## config.mk

```make
export PLATFORM = sky130hd
export DESIGN_NAME = branch_predictor
export DESIGN_NICKNAME = d
export VERILOG_FILES = /design/src/rtl/cpu_pkg.sv /design/src/rtl/sat_counter.sv /design/src/rtl/branch_predictor.sv
export SDC_FILE = /design/constraint.sdc
export NUM_CORES = 2
export LEC_CHECK = 0
export BUFFER_PORTS_ARGS = -buffer_cell sky130_fd_sc_hd__buf_4
export CAP_MARGIN = 0
export CORE_MARGIN = 8
export CORE_UTILIZATION = 63
export CTS_CLUSTER_DIAMETER = 50
export CTS_CLUSTER_SIZE = 28
export DETAILED_ROUTE_END_ITERATION = 7
export GPL_TIMING_DRIVEN = 0
export PLACE_DENSITY = 0.9
export SLEW_MARGIN = 10
export SYNTH_ARGS = -nofsm -noshare
export SYNTH_HDL_FRONTEND = slang
export SYNTH_SLANG_ARGS = --single-unit
```

## constraint.sdc

```tcl
create_clock -name clk -period 33.9 [get_ports clk]
set_clock_uncertainty 0.1 [all_clocks]
set_input_delay 3.39 -clock clk [delete_from_list [all_inputs] [get_ports clk]]
set_output_delay 3.39 -clock clk [all_outputs]
set_load 0.01 [all_outputs]
```

## src/rtl/cpu_pkg.sv

```systemverilog
// Shared CPU constants and helpers used by the branch predictor and its counters.
package cpu_pkg;

  localparam int unsigned PC_WIDTH_DEFAULT = 32;
  localparam int unsigned PC_INCREMENT     = 4;

  // Widest counter the shared step function supports.
  localparam int unsigned SAT_MAX_WIDTH = 32;

  typedef logic [SAT_MAX_WIDTH-1:0] satWord_t;

  // One saturating step towards maxVal (up) or towards zero (down).
  function automatic satWord_t sat_inc_dec(input satWord_t ctr, input logic up,
                                           input satWord_t maxVal);
    satWord_t res;
    if (up) begin
      res = (ctr >= maxVal) ? maxVal : ctr + satWord_t'(1);
    end else begin
      res = (ctr == '0) ? '0 : ctr - satWord_t'(1);
    end
    return res;
  endfunction

endpackage

```

## src/rtl/sat_counter.sv

```systemverilog
// Next-value logic for a saturating up/down counter of WIDTH bits (WIDTH <= 32).
module sat_counter
  import cpu_pkg::*;
#(
  parameter int unsigned WIDTH = 2
) (
  input  logic [WIDTH-1:0] value,
  input  logic             enable,
  input  logic             countUp,
  output logic [WIDTH-1:0] nextValue
);

  localparam satWord_t MaxVal = satWord_t'({WIDTH{1'b1}});

  satWord_t stepped;

  always_comb begin
    stepped   = sat_inc_dec(satWord_t'(value), countUp, MaxVal);
    nextValue = enable ? stepped[WIDTH-1:0] : value;
  end

endmodule

```

## src/rtl/branch_predictor.sv

```systemverilog
// Direct-mapped BTB with per-entry saturating direction counters, trained from EX,
// plus a saturating misprediction counter.
module branch_predictor
  import cpu_pkg::*;
#(
  parameter int unsigned ENTRIES   = 16,
  parameter int unsigned CTR_BITS  = 2,
  parameter int unsigned PC_WIDTH  = PC_WIDTH_DEFAULT,
  parameter int unsigned CNT_WIDTH = 16
) (
  input  logic                 clk,
  input  logic                 reset,
  input  logic [PC_WIDTH-1:0]  FetchPc,
  output logic                 PredTaken,
  output logic [PC_WIDTH-1:0]  PredNextPc,
  input  logic                 UpdateValid,
  input  logic [PC_WIDTH-1:0]  UpdatePc,
  input  logic                 UpdateTaken,
  input  logic [PC_WIDTH-1:0]  UpdateTarget,
  input  logic                 UpdatePredTaken,
  input  logic [PC_WIDTH-1:0]  UpdatePredNextPc,
  output logic                 Mispredict,
  input  logic                 Flush,
  output logic [CNT_WIDTH-1:0] MispredictCount
);

  localparam int unsigned IDX = $clog2(ENTRIES);
  localparam int unsigned TAG = PC_WIDTH - IDX - 2;

  localparam logic [CTR_BITS-1:0] WeakTaken = CTR_BITS'(1) << (CTR_BITS - 1);
  localparam logic [PC_WIDTH-1:0] PcStep    = PC_WIDTH'(PC_INCREMENT);

  logic                validQ  [ENTRIES];
  logic [TAG-1:0]      tagQ    [ENTRIES];
  logic [CTR_BITS-1:0] ctrQ    [ENTRIES];
  logic [PC_WIDTH-1:0] targetQ [ENTRIES];

  logic [CNT_WIDTH-1:0] mispredictCountQ, mispredictCountD;

  logic [IDX-1:0]      fetchIdx, updIdx;
  logic [TAG-1:0]      fetchTag, updTag;
  logic                fetchHit, updHit;
  logic [PC_WIDTH-1:0] actNextPc;
  logic [CTR_BITS-1:0] ctrNext;

  assign fetchIdx = FetchPc[IDX+1:2];
  assign fetchTag = FetchPc[PC_WIDTH-1:IDX+2];
  assign updIdx   = UpdatePc[IDX+1:2];
  assign updTag   = UpdatePc[PC_WIDTH-1:IDX+2];

  // Lookup reads the registered arrays, so a same-cycle update is not yet visible.
  always_comb begin
    fetchHit   = validQ[fetchIdx] && (tagQ[fetchIdx] == fetchTag);
    PredTaken  = fetchHit && ctrQ[fetchIdx][CTR_BITS-1];
    PredNextPc = PredTaken ? targetQ[fetchIdx] : FetchPc + PcStep;
  end

  // Comparing full next PCs catches both wrong direction and wrong target.
  always_comb begin
    updHit     = validQ[updIdx] && (tagQ[updIdx] == updTag);
    actNextPc  = UpdateTaken ? UpdateTarget : UpdatePc + PcStep;
    Mispredict = UpdateValid && (UpdatePredNextPc != actNextPc);
  end

  sat_counter #(
    .WIDTH(CTR_BITS)
  ) dirCtrStep (
    .value    (ctrQ[updIdx]),
    .enable   (1'b1),
    .countUp  (UpdateTaken),
    .nextValue(ctrNext)
  );

  sat_counter #(
    .WIDTH(CNT_WIDTH)
  ) missCtrStep (
    .value    (mispredictCountQ),
    .enable   (Mispredict),
    .countUp  (1'b1),
    .nextValue(mispredictCountD)
  );

  assign MispredictCount = mispredictCountQ;

  always_ff @(posedge clk or posedge reset) begin
    if (reset) begin
      for (int unsigned i = 0; i < ENTRIES; i++) begin
        validQ[i]  <= 1'b0;
        tagQ[i]    <= '0;
        ctrQ[i]    <= '0;
        targetQ[i] <= '0;
      end
      mispredictCountQ <= '0;
    end else begin
      mispredictCountQ <= mispredictCountD;
      if (Flush) begin
        // Flush beats a concurrent update; only the valid bits are dropped.
        for (int unsigned i = 0; i < ENTRIES; i++) begin
          validQ[i] <= 1'b0;
        end
      end else if (UpdateValid) begin
        if (updHit) begin
          ctrQ[updIdx] <= ctrNext;
          if (UpdateTaken) begin
            targetQ[updIdx] <= UpdateTarget;
          end
        end else if (UpdateTaken) begin
          validQ[updIdx]  <= 1'b1;
          tagQ[updIdx]    <= updTag;
          ctrQ[updIdx]    <= WeakTaken;
          targetQ[updIdx] <= UpdateTarget;
        end
      end
    end
  end

  // A branch carried down as predicted not-taken must have been predicted to fall through.
  assert property (@(posedge clk) disable iff (reset)
    (UpdateValid && !UpdatePredTaken) |-> (UpdatePredNextPc == UpdatePc + PcStep));

endmodule

```

* Word level (Yosys, flattened, before mapping) *
Index checks and enable logic that the tools add are counted.

word-level totals
  flip-flop bits (word level) = 992
  output and inout bits = 50

cells by class
  order comparisons = 5
  bitwise operators = 8
  reduce and logical (&&, ||, !) cells = 13
  muxes and demuxes = 44
  equality and inequality tests = 4
  $add $sub $neg = 5

operators with widths
  kind                   number
  $bwmux 512             1
  $bwmux 416             1
  $mux 32                7
  $bmux 26 s4            2
  $mux 26                5
  $bmux 32 s4            1
  $demux 32 s4           1
  $demux 26 s4           1
  $mux 16                5
  $add 32x3->32 const B  2
  $eq 26x26->1           2
  $bwmux 32              1
  $ne 32x32->1           1
  $or 16x16->16          2
  $add 16x1->16 const B  1
  $and 16x16->16         1
  $bmux 2 s4             2
  $ge 16x16->1 const B   1
  $mux 2                 8
  $not 16->16            1
  $ge 5x5->1 const B     2
  $not 4->5              2
  $reduce_and 3->1       3
  $bmux 1 s4             2
  13 further kinds       24

* Longest topological paths before layout *
  depth after elaboration = 10
  gate-level depth with buffers = 17
  depth with buffers taken out = 10

* Hierarchy *
From an unflattened synthesis, not the netlist that was laid out.

unflattened totals
  cell total of the unflattened synthesis = 3721
  area total of the unflattened synthesis = 52723.1 um2

by module, submodules not included
  module                      cells an instance  times used  area each (um2)
  branch_predictor            3536               1           51500.6
  sat_counter at missCtrStep  178                1           1176.1
  sat_counter at dirCtrStep   7                  1           46.3

* Worst setup path before layout *
Ideal clock, no wire load.

  kind = input -> output
  start point = in FetchPc[2]
  end point = out PredNextPc[10]
  slack = 23802 ps
  cell stages on the path = 11
  arrival = 6608 ps
  data required time = 30410 ps
  cells stage by stage = buf_6 -> buf_6 -> buf_4 -> buf_4 -> buf_4 -> buf_4 -> buf_4 -> buf_1 -> mux4_2 -> mux4_2 -> mux2_1

on the way
  word-level cells in the longest chain between the ends = 8
  elaborated cells between the ends (all ways) = 18
  those cells by class = 1 x add/sub; 1 x eq/ne; 13 x mux; 1 x bitwise; 2 x reduce/logical

RTL lines
  element                                     line                                                                    RTL
  start: declaration                          branch_predictor.sv:13                                                  input logic [PC_WIDTH-1:0] FetchPc,
  $not 4->5 (implied by the code)             branch_predictor.sv:53, branch_predictor.sv:54, branch_predictor.sv:55
  $bmux 26 s4                                 branch_predictor.sv:53                                                  fetchHit = validQ[fetchIdx] && (tagQ[fetchIdx] == fetchTag);
  $mux 26 (implied by the code) (2 in a row)  branch_predictor.sv:53
  $eq 26x26->1                                branch_predictor.sv:53
  $logic_and 1x1->1                           branch_predictor.sv:53
  $logic_and 1x1->1                           branch_predictor.sv:54                                                  PredTaken = fetchHit && ctrQ[fetchIdx][CTR_BITS-1];
  $mux 32 (*)                                 branch_predictor.sv:55                                                  PredNextPc = PredTaken ? targetQ[fetchIdx] : FetchPc + PcStep;
  end: declaration                            branch_predictor.sv:15                                                  output logic [PC_WIDTH-1:0] PredNextPc,

Every way passes the cells marked *; elsewhere a longest branch is shown, timed or not. The select of a mux whose other input is x is not followed.

* Worst setup path in the final report *
  start point = in FetchPc[3]
  end point = out PredNextPc[2]

on the way
  word-level cells in the longest chain between the ends = 8
  elaborated cells between the ends (all ways) = 17
  those cells by class = 1 x eq/ne; 13 x mux; 1 x bitwise; 2 x reduce/logical

RTL lines
  element                                     line
  $not 4->5 (implied by the code) (*)         branch_predictor.sv:53, branch_predictor.sv:54, branch_predictor.sv:55
  $bmux 26 s4                                 branch_predictor.sv:53
  $mux 26 (implied by the code) (2 in a row)  branch_predictor.sv:53
  $eq 26x26->1                                branch_predictor.sv:53
  $logic_and 1x1->1                           branch_predictor.sv:53
  $logic_and 1x1->1                           branch_predictor.sv:54
  $mux 32 (*)                                 branch_predictor.sv:55

Marked as above.

==> summary.md <==
| Metric | Value |
|---|---|
| Status | finished, final reports clean |
| Synth Flop Type | dfrtp_1 |
| Crit. End Element | primary output |
| RSZ-0062 raised after global routing | no |
| Final Max Tran Viols | 0 |
| Initial antenna violation count | 19 |
| Clock power frac | 38.6% |
| Non-filler cells, final | 5017 |
| Worst hold start | targetQ[328] |
| Layout cell share with drive strength beyond 1 | 46.39% |
| Die Area | 91540 µm² |
| Vias in the first global route | 38.48k |
| HP Class | reg -> reg |
| Area Growth Syn to Fin | 12.99% |
| P_leak | 26.27 nW |
| Latest clock arrival within the worst-skew pair | 690 ps |
| First-pass GRT wire length | 263.0 mm |
| Cell Chain, Critical Path | buf_4, buf_2, buf_2, buf_1, buf_1, mux2i_1, o22ai_1, o21ai_0, and3_1, nand3_1, nor4_4, buf_6, mux2i_1, buf_4 |
| Gpl congestion | 1.058 |
| Wire per inst | 36.24 µm |
| Syn_nets | 3704 |
| Worst path max stage delay | 1020 ps |
| Num ports | 184 |
| Most frequent cells in the layout | 992 x dfrtp_1, 947 x mux2_2, 380 x mux4_2 |
| Worst hold path stage count | 1 |
| Row Count | 105 |
| Max Fclk | 75.07 MHz |
| Cell type with the largest total area after synthesis | dfrtp_1 |
| Final nets | 3988 |
| Sw frac | 28.46% |
| Initial DRC Count | 5251 |
| # DRC | 0 |
| CTS Buf Count | 104 |
| Reg2reg start | tagQ[176] |
| Area contributors post-synth | dfrtp_1 48%, mux2_2 21%, mux4_2 17%, mux2i_1 1.7%, xnor2_1 1.5% |
| Crit path max-delay family | buffers and inverters |
| VDD IR max | 0.05117 mV |
| Setup bufs post-CTS | 0 |
| Comb power frac | 17.3% |
| Worst path depth | 14 |
| Sw power | 935.0 µW |
| Setup crit start | FetchPc[3] |
| Initial core utilization | 63.30% |
| Synth top area share | 47.99% |
| Crit path launch type | primary input |
| Post-synth cell types | 76 |
| Clock transition at the registers of the reported paths | 70 ps |
| Clock sinks | 992 |
| WS Path Type | in -> out |
| Largest net degree at the start of global routing | 123 |
| Detailed Place HPWL | 125.4 mm |
| PwrDens | 56.21 nW/µm² |
| GRT Total Usage | 39.77% |
| Most common cell after layout, fill and taps aside | dfrtp_1 |
| Slew margin rel. | 7.389% |
| # fillers | 5038 |
| Fin Hold WS | 405.0 ps |
| Slowest library cell on the worst path | buf_1 |
| DR vias/cell | 7.390 |
| WP data required | 30410 ps |
| Synth warnings | 0 |
| Dpl cells | 4812 |
| Slew @ Worst Pin | 1389 ps |
| Cell-internal power | 2.351 mW |
| Setup violators final | 0 |
| Post-Synthesis Cells | 3564 |
| Die span in x | 302.6 µm |
| Max Buffers Root-to-Sink | 3 |
| Vias post-DR | 37.08k |
| Buf+Inv Stages, Crit Path | 7 |
| Number of max-cap violations | 0 |
| Critical path peak fanout | 10 |
| Number of synthesized register bits | 992 |
| Port bufs | 169 |
| First-pass detailed-route iteration total | 6 |
| Total gr overflow | 0 |
| Final period util | 39.29% |
| Post-synth ARST share | 100.0% |
| Post-CTS Hold Fix Bufs | 0 |
| Mean post-synth cell area | 14.51 µm² |
| Reg2reg path depth | 10 |
| Post-synth EDFFs | 0 |
| Flop pwr share | 44.1% |
| CTS tree | done |
| Post-DRT Antenna Nets | 0 |
| Worst Path Arrival | 9830 ps |
| Routed WL | 181.8 mm |
| Resized Gates After CTS | 0 |
| Sequential-to-total area share from yosys stat | 47.99% |
| H-tree lvl count | 3 |
| Die Y | 302.6 µm |
| Post-Syn Area | 51730 µm² |
| CTS Root Cell | clkbuf_16 |
| Final Hold Vio Count | 0 |
| Core Area | 81720 µm² |
| Min Tclk post-route | 13320 ps |
==> final timing paths <==
path	endpoint	slack, ps
worst max register to register	tagQ[80]	27890
max in group asynchronous	tagQ[360]	29020
min in group asynchronous	targetQ[456]	2620
worst min-delay path	targetQ[328]	410
worst min register to register	targetQ[328]	410
worst max-delay path	PredNextPc[2]	20580
==> metrics by stage <==
step           instance area [µm²]  util [%]   TNS, ps  setup slack [ps]  power [mW]
2_1_floorplan                51730         -         0              2501       1.809
3_3_place_gp                 54340     66.50  -7124970             -7385       1.974
3_5_place_dp                 54600     66.82         0             21070       2.003
4_1_cts                      58420     71.49         0             21080       3.256
5_1_grt                      58440     71.51         0             20870       3.364
6_report                     58450     71.53         0             20580       3.286
==> area by class of cell <==
type | count | area [µm²] | area share, %
diodes | 11 | 27.53 | 0.04709
flip-flops and latches | 992 | 24820 | 42.47
clock buffers | 118 | 2798 | 4.786
plain buffers | 313 | 1496 | 2.560
repair buffers | 178 | 1516 | 2.594
well taps | 1070 | 1339 | 2.290
clock inverters | 76 | 1021 | 1.747
inverters | 39 | 153.9 | 0.2633
multi-input cells | 2220 | 25280 | 43.24
==> logic make-up (layout without fill, tap and decap cells) <==
| group | after synthesis | count (layout) | synth area share (%) |
|---|---|---|---|
| flops | 992 | 992 | 47.99 |
| buf+inv | 352 | 724 | 3.164 |
| mux | 1438 | 1438 | 39.36 |
| xor+xnor | 139 | 139 | 2.353 |
| fa+ha+maj | 8 | 8 | 0.1838 |
| other cells | 0 | 11 | 0 |
| simple gates | 393 | 393 | 3.872 |
| compound gates | 242 | 242 | 3.082 |
==> routing by layer <==
metal	GRT usage (%)	wire length [µm]	vias up
met2	58.33	79580	3015
li1	-	-	14082
met1	48.24	61270	19124
met3	17.19	26390	840
met4	25.44	14460	16
met5	0	116	-
==> registers in the layout (all words and copies together), names as in the netlist <==
| name | cells |
|---|---|
| ctrQ | 32 |
| tagQ | 416 |
| MispredictCount | 16 |
| validQ | 16 |
| targetQ | 512 |
==> power groups by stage <==
stage	logic, mW	registers (mW)	clock network [mW]
2_1_floorplan	0.382	1.43	0
3_3_place_gp	0.524	1.45	0
3_5_place_dp	0.547	1.46	0
4_1_cts	0.555	1.44	1.26
5_1_grt	0.591	1.46	1.31
6_report	0.570	1.45	1.27
==> cells in the mapped netlist (all sizes together), types with 9 or more instances <==
master,n
dfrtp,992
mux2,968
mux4,380
clkbuf,195
nand2,122
buf,118
xnor2,91
mux2i,90
o21ai,81
nor2,76
xor2,48
nand3,45
inv,39
a21oi,38
nand4,32
and3,19
nor4,19
nor3,18
o22a,16
a31oi,15
a211oi,12
a22oi,12
nor2b,12
and2,9
Note: power is estimated with default switching activity, not from simulation.
